`src/rtl/uart_tx_out.sv`:
```
// -----------------------------------------------------------------------------
// uart_tx_out
// Serial 8N1 transmitter at the far end of the CPU OUT path. The OUT strobe
// (load) captures data_in while ready is high. The byte is sent as:
//   start bit (0), 8 data bits LSB first, 1 stop bit (1).
// Each bit lasts CLKS_PER_BIT clocks. ready stays low until the stop bit is
// ending, so the control unit can stall OUT until the byte is on the wire.
//
// Ports:
//   clk      in   system clock (CPU clock, ahead of HLT gating)
//   rst_n    in   asynchronous active-low reset
//   data_in  in   [7:0] byte to send, sampled only on an accepted load
//   load     in   transmit request, honoured only while ready=1
//   ready    out  idle / able to accept a load
//   busy     out  frame in progress, always ~ready
//   done     out  one-cycle pulse in the final clock of the stop bit
//   tx       out  serial line, idles high
//
// Timing notes:
// - ready and done are raised for the last clock of the stop bit. A load seen
//   in that clock is accepted at the edge that ends the stop bit.
// - As a result, back-to-back frames have no idle gap: the next start bit
//   begins exactly 10*CLKS_PER_BIT clocks after the previous load edge.
// -----------------------------------------------------------------------------
module uart_tx_out #(
    parameter int CLKS_PER_BIT = 16,
    parameter int CNT_W        = 16
) (
    input  logic       clk,
    input  logic       rst_n,
    input  logic [7:0] data_in,
    input  logic       load,
    output logic       ready,
    output logic       busy,
    output logic       done,
    output logic       tx
);

    typedef enum logic [1:0] {
        IDLE  = 2'd0,
        START = 2'd1,
        DATA  = 2'd2,
        STOP  = 2'd3
    } state_t;

    localparam logic [CNT_W-1:0] CNT_LAST = CNT_W'(CLKS_PER_BIT - 1);
    localparam logic [CNT_W-1:0] CNT_ZERO = CNT_W'(0);
    localparam logic [CNT_W-1:0] CNT_ONE  = CNT_W'(1);

    state_t           state_r, state_s;
    logic [CNT_W-1:0] cnt_r, cnt_s;
    logic [2:0]       idx_r, idx_s;
    logic [7:0]       shreg_r, shreg_s;
    logic             tx_r, tx_s;
    logic             ready_r, ready_s;
    logic             done_r, done_s;
    logic             busy_r;
    logic             bit_end_s;
    logic             accept_s;

    assign ready = ready_r;
    assign busy  = busy_r;
    assign done  = done_r;
    assign tx    = tx_r;

    // Next-state, datapath and registered-output decode for the frame sequencer.
    always_comb begin
        state_s   = state_r;
        cnt_s     = cnt_r;
        idx_s     = idx_r;
        shreg_s   = shreg_r;
        tx_s      = tx_r;
        bit_end_s = (cnt_r == CNT_LAST);
        accept_s  = load & ready_r;

        case (state_r)
            IDLE: begin
                cnt_s = CNT_ZERO;
                tx_s  = 1'b1;
                if (accept_s) begin
                    shreg_s = data_in;
                    state_s = START;
                    tx_s    = 1'b0;
                end else begin
                    state_s = IDLE;
                end
            end
            START: begin
                if (bit_end_s) begin
                    state_s = DATA;
                    cnt_s   = CNT_ZERO;
                    idx_s   = 3'd0;
                    tx_s    = shreg_r[0];
                end else begin
                    cnt_s = cnt_r + CNT_ONE;
                end
            end
            DATA: begin
                if (bit_end_s) begin
                    cnt_s = CNT_ZERO;
                    if (idx_r != 3'd7) begin
                        idx_s = idx_r + 3'd1;
                        tx_s  = shreg_r[idx_s];
                    end else begin
                        state_s = STOP;
                        tx_s    = 1'b1;
                    end
                end else begin
                    cnt_s = cnt_r + CNT_ONE;
                end
            end
            STOP: begin
                if (bit_end_s) begin
                    cnt_s = CNT_ZERO;
                    // ready is already high here, so a pending load chains
                    // straight into the next start bit.
                    if (accept_s) begin
                        shreg_s = data_in;
                        state_s = START;
                        tx_s    = 1'b0;
                    end else begin
                        state_s = IDLE;
                        tx_s    = 1'b1;
                    end
                end else begin
                    cnt_s = cnt_r + CNT_ONE;
                end
            end
            default: begin
                state_s = IDLE;
                cnt_s   = CNT_ZERO;
                idx_s   = 3'd0;
                tx_s    = 1'b1;
            end
        endcase

        // The last clock of the stop bit is the done/ready window.
        done_s  = (state_s == STOP) && (cnt_s == CNT_LAST);
        ready_s = (state_s == IDLE) || done_s;
    end

    // State and output registers with asynchronous reset to the idle line.
    always_ff @(posedge clk or negedge rst_n) begin
        if (!rst_n) begin
            state_r <= IDLE;
            cnt_r   <= CNT_ZERO;
            idx_r   <= 3'd0;
            shreg_r <= 8'd0;
            tx_r    <= 1'b1;
            ready_r <= 1'b1;
            busy_r  <= 1'b0;
            done_r  <= 1'b0;
        end else begin
            state_r <= state_s;
            cnt_r   <= cnt_s;
            idx_r   <= idx_s;
            shreg_r <= shreg_s;
            tx_r    <= tx_s;
            ready_r <= ready_s;
            busy_r  <= ~ready_s;
            done_r  <= done_s;
        end
    end

endmodule

```
`config.mk`:
```
export PLATFORM = sky130hd
export DESIGN_NAME = uart_tx_out
export DESIGN_NICKNAME = d
export VERILOG_FILES = /design/src/rtl/uart_tx_out.sv
export SDC_FILE = /design/constraint.sdc
export NUM_CORES = 1
export LEC_CHECK = 0
export ABC_AREA = 1
export BUFFER_PORTS_ARGS = -buffer_cell sky130_fd_sc_hd__buf_4
export CAP_MARGIN = 15
export CORE_ASPECT_RATIO = 0.8
export CORE_UTILIZATION = 40
export DETAILED_ROUTE_END_ITERATION = 8
export PLACE_DENSITY = 0.58
export SYNTH_ARGS = -nofsm -noshare
export SYNTH_HDL_FRONTEND = slang
export SYNTH_SLANG_ARGS = --single-unit
```
`constraint.sdc`:
```
create_clock -name clk -period 2 [get_ports clk]
set_input_delay 0.3 -clock clk [delete_from_list [all_inputs] [get_ports clk]]
set_output_delay 0.3 -clock clk [all_outputs]
set_load 0.005 [all_outputs]
```
==> impl_metrics.tcl, run 1 <==
set metrics [dict create \
    num_rows 22 \
    yosys.cell_types.count 30 \
    dpl_cell_area_um2 2213 \
    setup_viol 0 \
    post-route-util_pct 49.71 \
    die_y_um 65.67 \
    synthTopCellsByCount "50 x nand2_1, 37 x inv_1, 31 x dfrtp_1" \
    drt_iter0_drc 114 \
    fin_area_um2 2354 \
    finalSetupTns_ns 0 \
    syn_inst 250 \
    period_share_pct 93.47 \
    cts-root-buf "clkbuf_8" \
    syn-num-nets 269 \
    cp.arrival_ns 2.06 \
    hold_path_end "shreg_r[4]" \
    finalCriticalPeriod_ns 1.869 \
    grt_start_max_net_pins 34 \
    power.static_leakage_uw 0.001178 \
    min_path_type "in2reg" \
    reg2reg_depth 10 \
    min_delay_path_depth 2 \
    ant_nets 0 \
    ioPinCount 15 \
    timing.rr.start "state_r[1]" \
    endpoint_kind "flip-flop" \
    path_clk_slew_ns 0.07 \
    synth_ff_type "dfrtp_1" \
    async_reset_ff_share_pct 100.0 \
    cts_num_sinks 33 \
    vias_per_cell 4.935 \
    area_delta_synth_final_pct 16.11 \
    yosysMostFrequentCell "nand2_1" \
    antenna_found_initial 0 \
    clock.fmax_mhz 534.9 \
    htreeDepth 2 \
    clock_path_buffers 2 \
    worst_pin_slew_ns 0.4363 \
    diodes 0 \
    initial_core_util_pct 42.81 \
    run_status "finished, final reports clean" \
    synth_edf_count 0 \
    place.gp.congestion 0.8050 \
    wl_um 4343 \
    path_class "reg2reg" \
    crit_path_max_fanout 7 \
    synth.area.top_cells "dfrtp_1 38%, nand2_1 9.3%, inv_1 6.9%" \
    yosysWarningCount 0 \
    timing.hold.ws_ns 0.2399 \
    slew_headroom_pct 70.78 \
    start_kind "flip-flop" \
    fin_nets 294 \
    hp-start "data_in[4]" \
    r2r-end "busy" \
    slew_violations 0 \
    wl_per_cell_um 12.93 \
    die-area_um2 5358 \
    report.final.hold_viol_count 0 \
    cts_tree "built" \
    yosysSeqAreaShare_pct 40.86 \
    p_per_area_nw_per_um2 908.9 \
    dp_hpwl_um 3274 \
    cp_data_required_time_ns 2.19 \
    layout-drive-gt1-share_pct 23.19 \
    synth_top_cell_area_share_pct 38.27 \
    cts_buffers 5 \
    coreArea_um2 4735 \
    num_vias 1658 \
    die_x_um 81.59 \
    clk_latency_ns 0.29 \
    netlist_area_um2 2027 \
    dr.pass1.iters 4 \
    grt_pass1_vias 1489 \
    remaining_drc_errors 0 \
    grt_pass1_wl_um 7141 \
    synth_area_leader_cell "dfrtp_1" \
    skew_ns 0.007212 \
    port_buffers 14 \
    ys_ff_latch 33 \
    grt-ovfl-total 0 \
    cap_violations 0 \
    vdd_ir_drop_max_mv 0.4277 \
    avgSynthCellArea_um2 8.108 \
    r2r_setup_slack_ns 0.13 \
    grt_use_total_pct 18.39 \
]
-- per-stage QoR --
| step | power [µW] | std cells | setup WS (ns) |
|---|---|---|---|
| floorplan | 1349 | 250 | 0.2875 |
| global placement | 1532 | 324 | 0.2058 |
| detailed placement | 1542 | 324 | 0.1338 |
| CTS | 2108 | 333 | 0.1262 |
| global route | 2280 | 336 | -0.009666 |
| finish | 2139 | 336 | 0.1306 |
-- routing by layer --
| layer | GRT usage [%] | routed length, µm |
|---|---|---|
| met5 | 0 | 0 |
| met1 | 28.80 | 2375 |
| met4 | 7.895 | 86 |
| met3 | 4.444 | 216 |
| met2 | 23.13 | 1664 |
-- power by group --
group / switching [µW] / leakage (µW) / internal [µW] / total (µW)
logic: 352 / 0.000693 / 333 / 686
clock network: 242 / 0.0000542 / 311 / 553
registers: 83.1 / 0.000431 / 818 / 901
total: 677 / 0.00118 / 1460 / 2140
-- worst max-delay path, stage by stage, from the launching register on --
cell and delay [ns]:
dfrtp_1 0.42, inv_1 0.15, ha_2 0.27, clkinvlp_4 0.20, buf_4 0.18, nand3_1 0.07, nor2_1 0.06, a21oi_1 0.17
nand2_2 0.10, nor2_4 0.12, nor2_2 0.03
-- flip-flops by register name, summed over array words and instances, names as in the netlist --
name     flops
busy         1
shreg_r      8
state_r      2
done         1
idx_r        3
tx           1
ready        1
cnt_r       16
-- cell families (layout without fill, tap and decap cells) --
| logic type | Yosys count | count (layout) | share of synthesized area [%] |
|---|---|---|---|
| and+or+nand+nor | 134 | 134 | 32.84 |
| muxes | 6 | 6 | 4.445 |
| buffers and inverters | 42 | 68 | 7.839 |
| DFF | 33 | 33 | 40.86 |
| xor gates and xnor gates | 2 | 2 | 0.8644 |
| AOI/OAI and AO/OA | 25 | 25 | 8.210 |
| adders and majority gates | 8 | 8 | 4.938 |
-- worst max-delay path by stage --
| stage | startpoint | endpoint | slack (ns) | cells past startpoint |
|---|---|---|---|---|
| after global routing | state_r[1] | busy | -0.01 | 10 |
| after CTS | state_r[1] | busy | 0.13 | 10 |
| final | state_r[1] | busy | 0.13 | 10 |
| after detailed placement | state_r[1] | busy | 0.13 | 10 |
| after floorplan | state_r[1] | busy | 0.29 | 11 |
| after global placement | state_r[1] | busy | 0.21 | 10 |
-- area by class of cell --
| class | instances | area (µm²) |
|---|---|---|
| fillers | 475 | 2381 |
| multi-input cells | 175 | 1042 |
| flip-flops and latches | 33 | 828.3 |
| inverters | 40 | 153.9 |
| repair buffers | 19 | 145.1 |
| clock buffers | 7 | 96.34 |
| well taps | 60 | 75.07 |
| repair inverters | 1 | 7.507 |
| clock inverters | 1 | 5.005 |
-- repair_timing --
item,in CTS,in global routing
hold endpoints to repair,31,0
endpoints found under the setup margin,0,2
hold buffers,1,0
resized for setup,0,3
setup buffers,0,2
-- cells in the final DEF (no fill, tap or decap), drive strengths merged --
cell type     n
buf          18
o31ai         2
xor2          2
nor3          3
a21boi        2
nor2         38
o211ai        1
a21oi         8
mux2          6
a31oi         1
dfstp         2
dlygate4sd3   1
nand3b        2
clkinvlp      2
clkinv        3
dfrtp        31
o21bai        4
nand4         8
inv          37
clkbuf        7
o21ai         7
nand3        25
ha            8
nand2        58
Power figures use the tool's default switching activity.
==> run 2, diff against run 1 <==
--- a/config.mk
+++ b/config.mk
@@ -8,7 +8,8 @@
 export ABC_AREA = 1
 export BUFFER_PORTS_ARGS = -buffer_cell sky130_fd_sc_hd__buf_4
 export CAP_MARGIN = 15
-export CORE_ASPECT_RATIO = 0.8
+export CORE_ASPECT_RATIO = 1.2
+export CORE_MARGIN = 8
 export CORE_UTILIZATION = 40
 export DETAILED_ROUTE_END_ITERATION = 8
 export PLACE_DENSITY = 0.58
==> impl_metrics.tcl, run 2 (synthesis results as in run 1) <==
set metrics [dict create \
    layout-drive-gt1-share_pct 22.26 \
    path_clk_slew_ns 0.07 \
    final_cell_mix "50 x nand2_1, 36 x inv_1, 31 x dfrtp_1, 27 x nor2_1, 20 x nand3_1" \
    diodes 0 \
    remaining_drc_errors 0 \
    fill_cells 504 \
    num_vias 1641 \
    setup_viol 0 \
    worst_pin_slew_ns 0.4313 \
    power.static_leakage_uw 0.001172 \
    wl_per_cell_um 13.21 \
    die_y_um 93.98 \
    antenna_found_initial 0 \
    finalCriticalPeriod_ns 1.845 \
    coreArea_um2 4905 \
    grt_pass1_vias 1634 \
    drt_iter0_drc 105 \
    start_kind "flip-flop" \
    htreeDepth 2 \
    die_x_um 80.99 \
    port_buffers 14 \
    cap_violations 0 \
    grt_use_total_pct 12.64 \
    timing.hold.ws_ns 0.2467 \
    multi_input_area_um2 1042 \
    crit_path_max_fanout 6 \
    vias_per_cell 4.913 \
    area_delta_synth_final_pct 16.11 \
    fin_nets 292 \
    dr.pass1.iters 5 \
    grt_pass1_wl_um 7596 \
    slew_violations 0 \
    run_status "finished, final reports clean" \
    initial_core_util_pct 41.33 \
    path_class "reg2reg" \
    cts_tree "built" \
    grt_start_max_net_pins 34 \
    min_path_type "in2reg" \
    wl_um 4411 \
    cts-root-buf "clkbuf_8" \
    largest-register "cnt_r" \
    clk_latency_ns 0.28 \
    dp_hpwl_um 3235 \
    ant_nets 0 \
    final_common_cell "nand2_1" \
    finalSetupTns_ns 0 \
    regArea_um2 828.3 \
    grt-ovfl-total 0 \
    clock_path_buffers 2 \
    report.final.hold_viol_count 0 \
    cts_num_sinks 33 \
    skew_ns 0.007366 \
    num_rows 28 \
    vdd_ir_drop_max_mv 0.5615 \
    ioPinCount 15 \
    clock.fmax_mhz 542.1 \
    place.gp.congestion 0.8047 \
    post-route-util_pct 47.98 \
    cp.arrival_ns 2.02 \
    slew_headroom_pct 71.11 \
    cp_data_required_time_ns 2.18 \
    period_share_pct 92.24 \
    die-area_um2 7611 \
    p_per_area_nw_per_um2 943.1 \
    reg_top3 "cnt_r x16, shreg_r x8, idx_r x3" \
    largest_reg_flops 16 \
    cts_buffers 5 \
    endpoint_kind "flip-flop" \
    grt_setup_unrepaired "no" \
]
==> run 2: changes by cell type in the layout (fill, tap and decap cells not counted) <==
cell | before | now
buf_4 | 18 | 16
clkinv_2 | 1 | 0
clkbuf_8 | 7 | 6
bufinv_16 | 0 | 1
clkbuf_1 | 0 | 1
==> run 2: critical path: stages, from the launching register on <==
cell,delay (ns)
dfrtp_1,0.41
inv_1,0.15
ha_2,0.29
clkinvlp_4,0.20
nand3_1,0.16
nand2_1,0.08
clkinv_1,0.05
nand2_1,0.05
nor2_2,0.11
nand2_2,0.08
nor2_4,0.12
nor2_2,0.04
==> run 2: worst paths after layout <==
kind,slack [ns],from,end,cells after the start
max,0.16,state_r[1],busy,11
min,0.25,data_in[1],shreg_r[1],2
max reg2reg,0.16,state_r[1],busy,11
min reg2reg,0.47,tx,tx,2
max in group asynchronous,1.16,rst_n,tx,2
min in group asynchronous,0.50,rst_n,cnt_r[9],2
==> run 2: layout make-up <==
class                      count  share of cell area, %
clock inverter                 1                  1.276
timing repair inverter         1                 0.3190
tap                           60                  3.190
multi-input combinational    175                  44.28
sequential                    33                  35.19
timing repair buffer          17                  5.529
clock buffer                   7                  3.668
inverter                      40                  6.539
==> run 2: stage by stage <==
| step | instances | setup slack, ns | instance area, µm² | total power, µW |
|---|---|---|---|---|
| floorplan | 250 | 0.2875 | 2027 | 1349 |
| global placement | 323 | 0.2054 | 2206 | 1531 |
| detailed placement | 323 | 0.1182 | 2206 | 1538 |
| CTS | 332 | 0.1098 | 2332 | 2204 |
| global route | 334 | 0.009403 | 2354 | 2368 |
| finish | 334 | 0.1552 | 2354 | 2220 |
==> run 2: per-layer routing <==
layer	part of all wire, %	vias up	track usage [%]
li1	-	844	-
met1	45	774	15.05
met2	51	19	21.84
met3	2.2	4	2.395
met4	1.2	0	4.478
met5	0	-	0
==> run 2: timing repair <==
item,in CTS,in global routing
endpoints found under the hold margin,31,0
endpoints found under the setup margin,0,1
resized for setup,0,3
hold buffers,1,0
buffers inserted,0,1
==> run 2: power by group <==
| group | leakage (µW) | switching [µW] | internal [µW] |
|---|---|---|---|
| clock network | 0.0000585 | 237 | 406 |
| logic | 0.000682 | 358 | 324 |
| registers | 0.000431 | 78.2 | 817 |
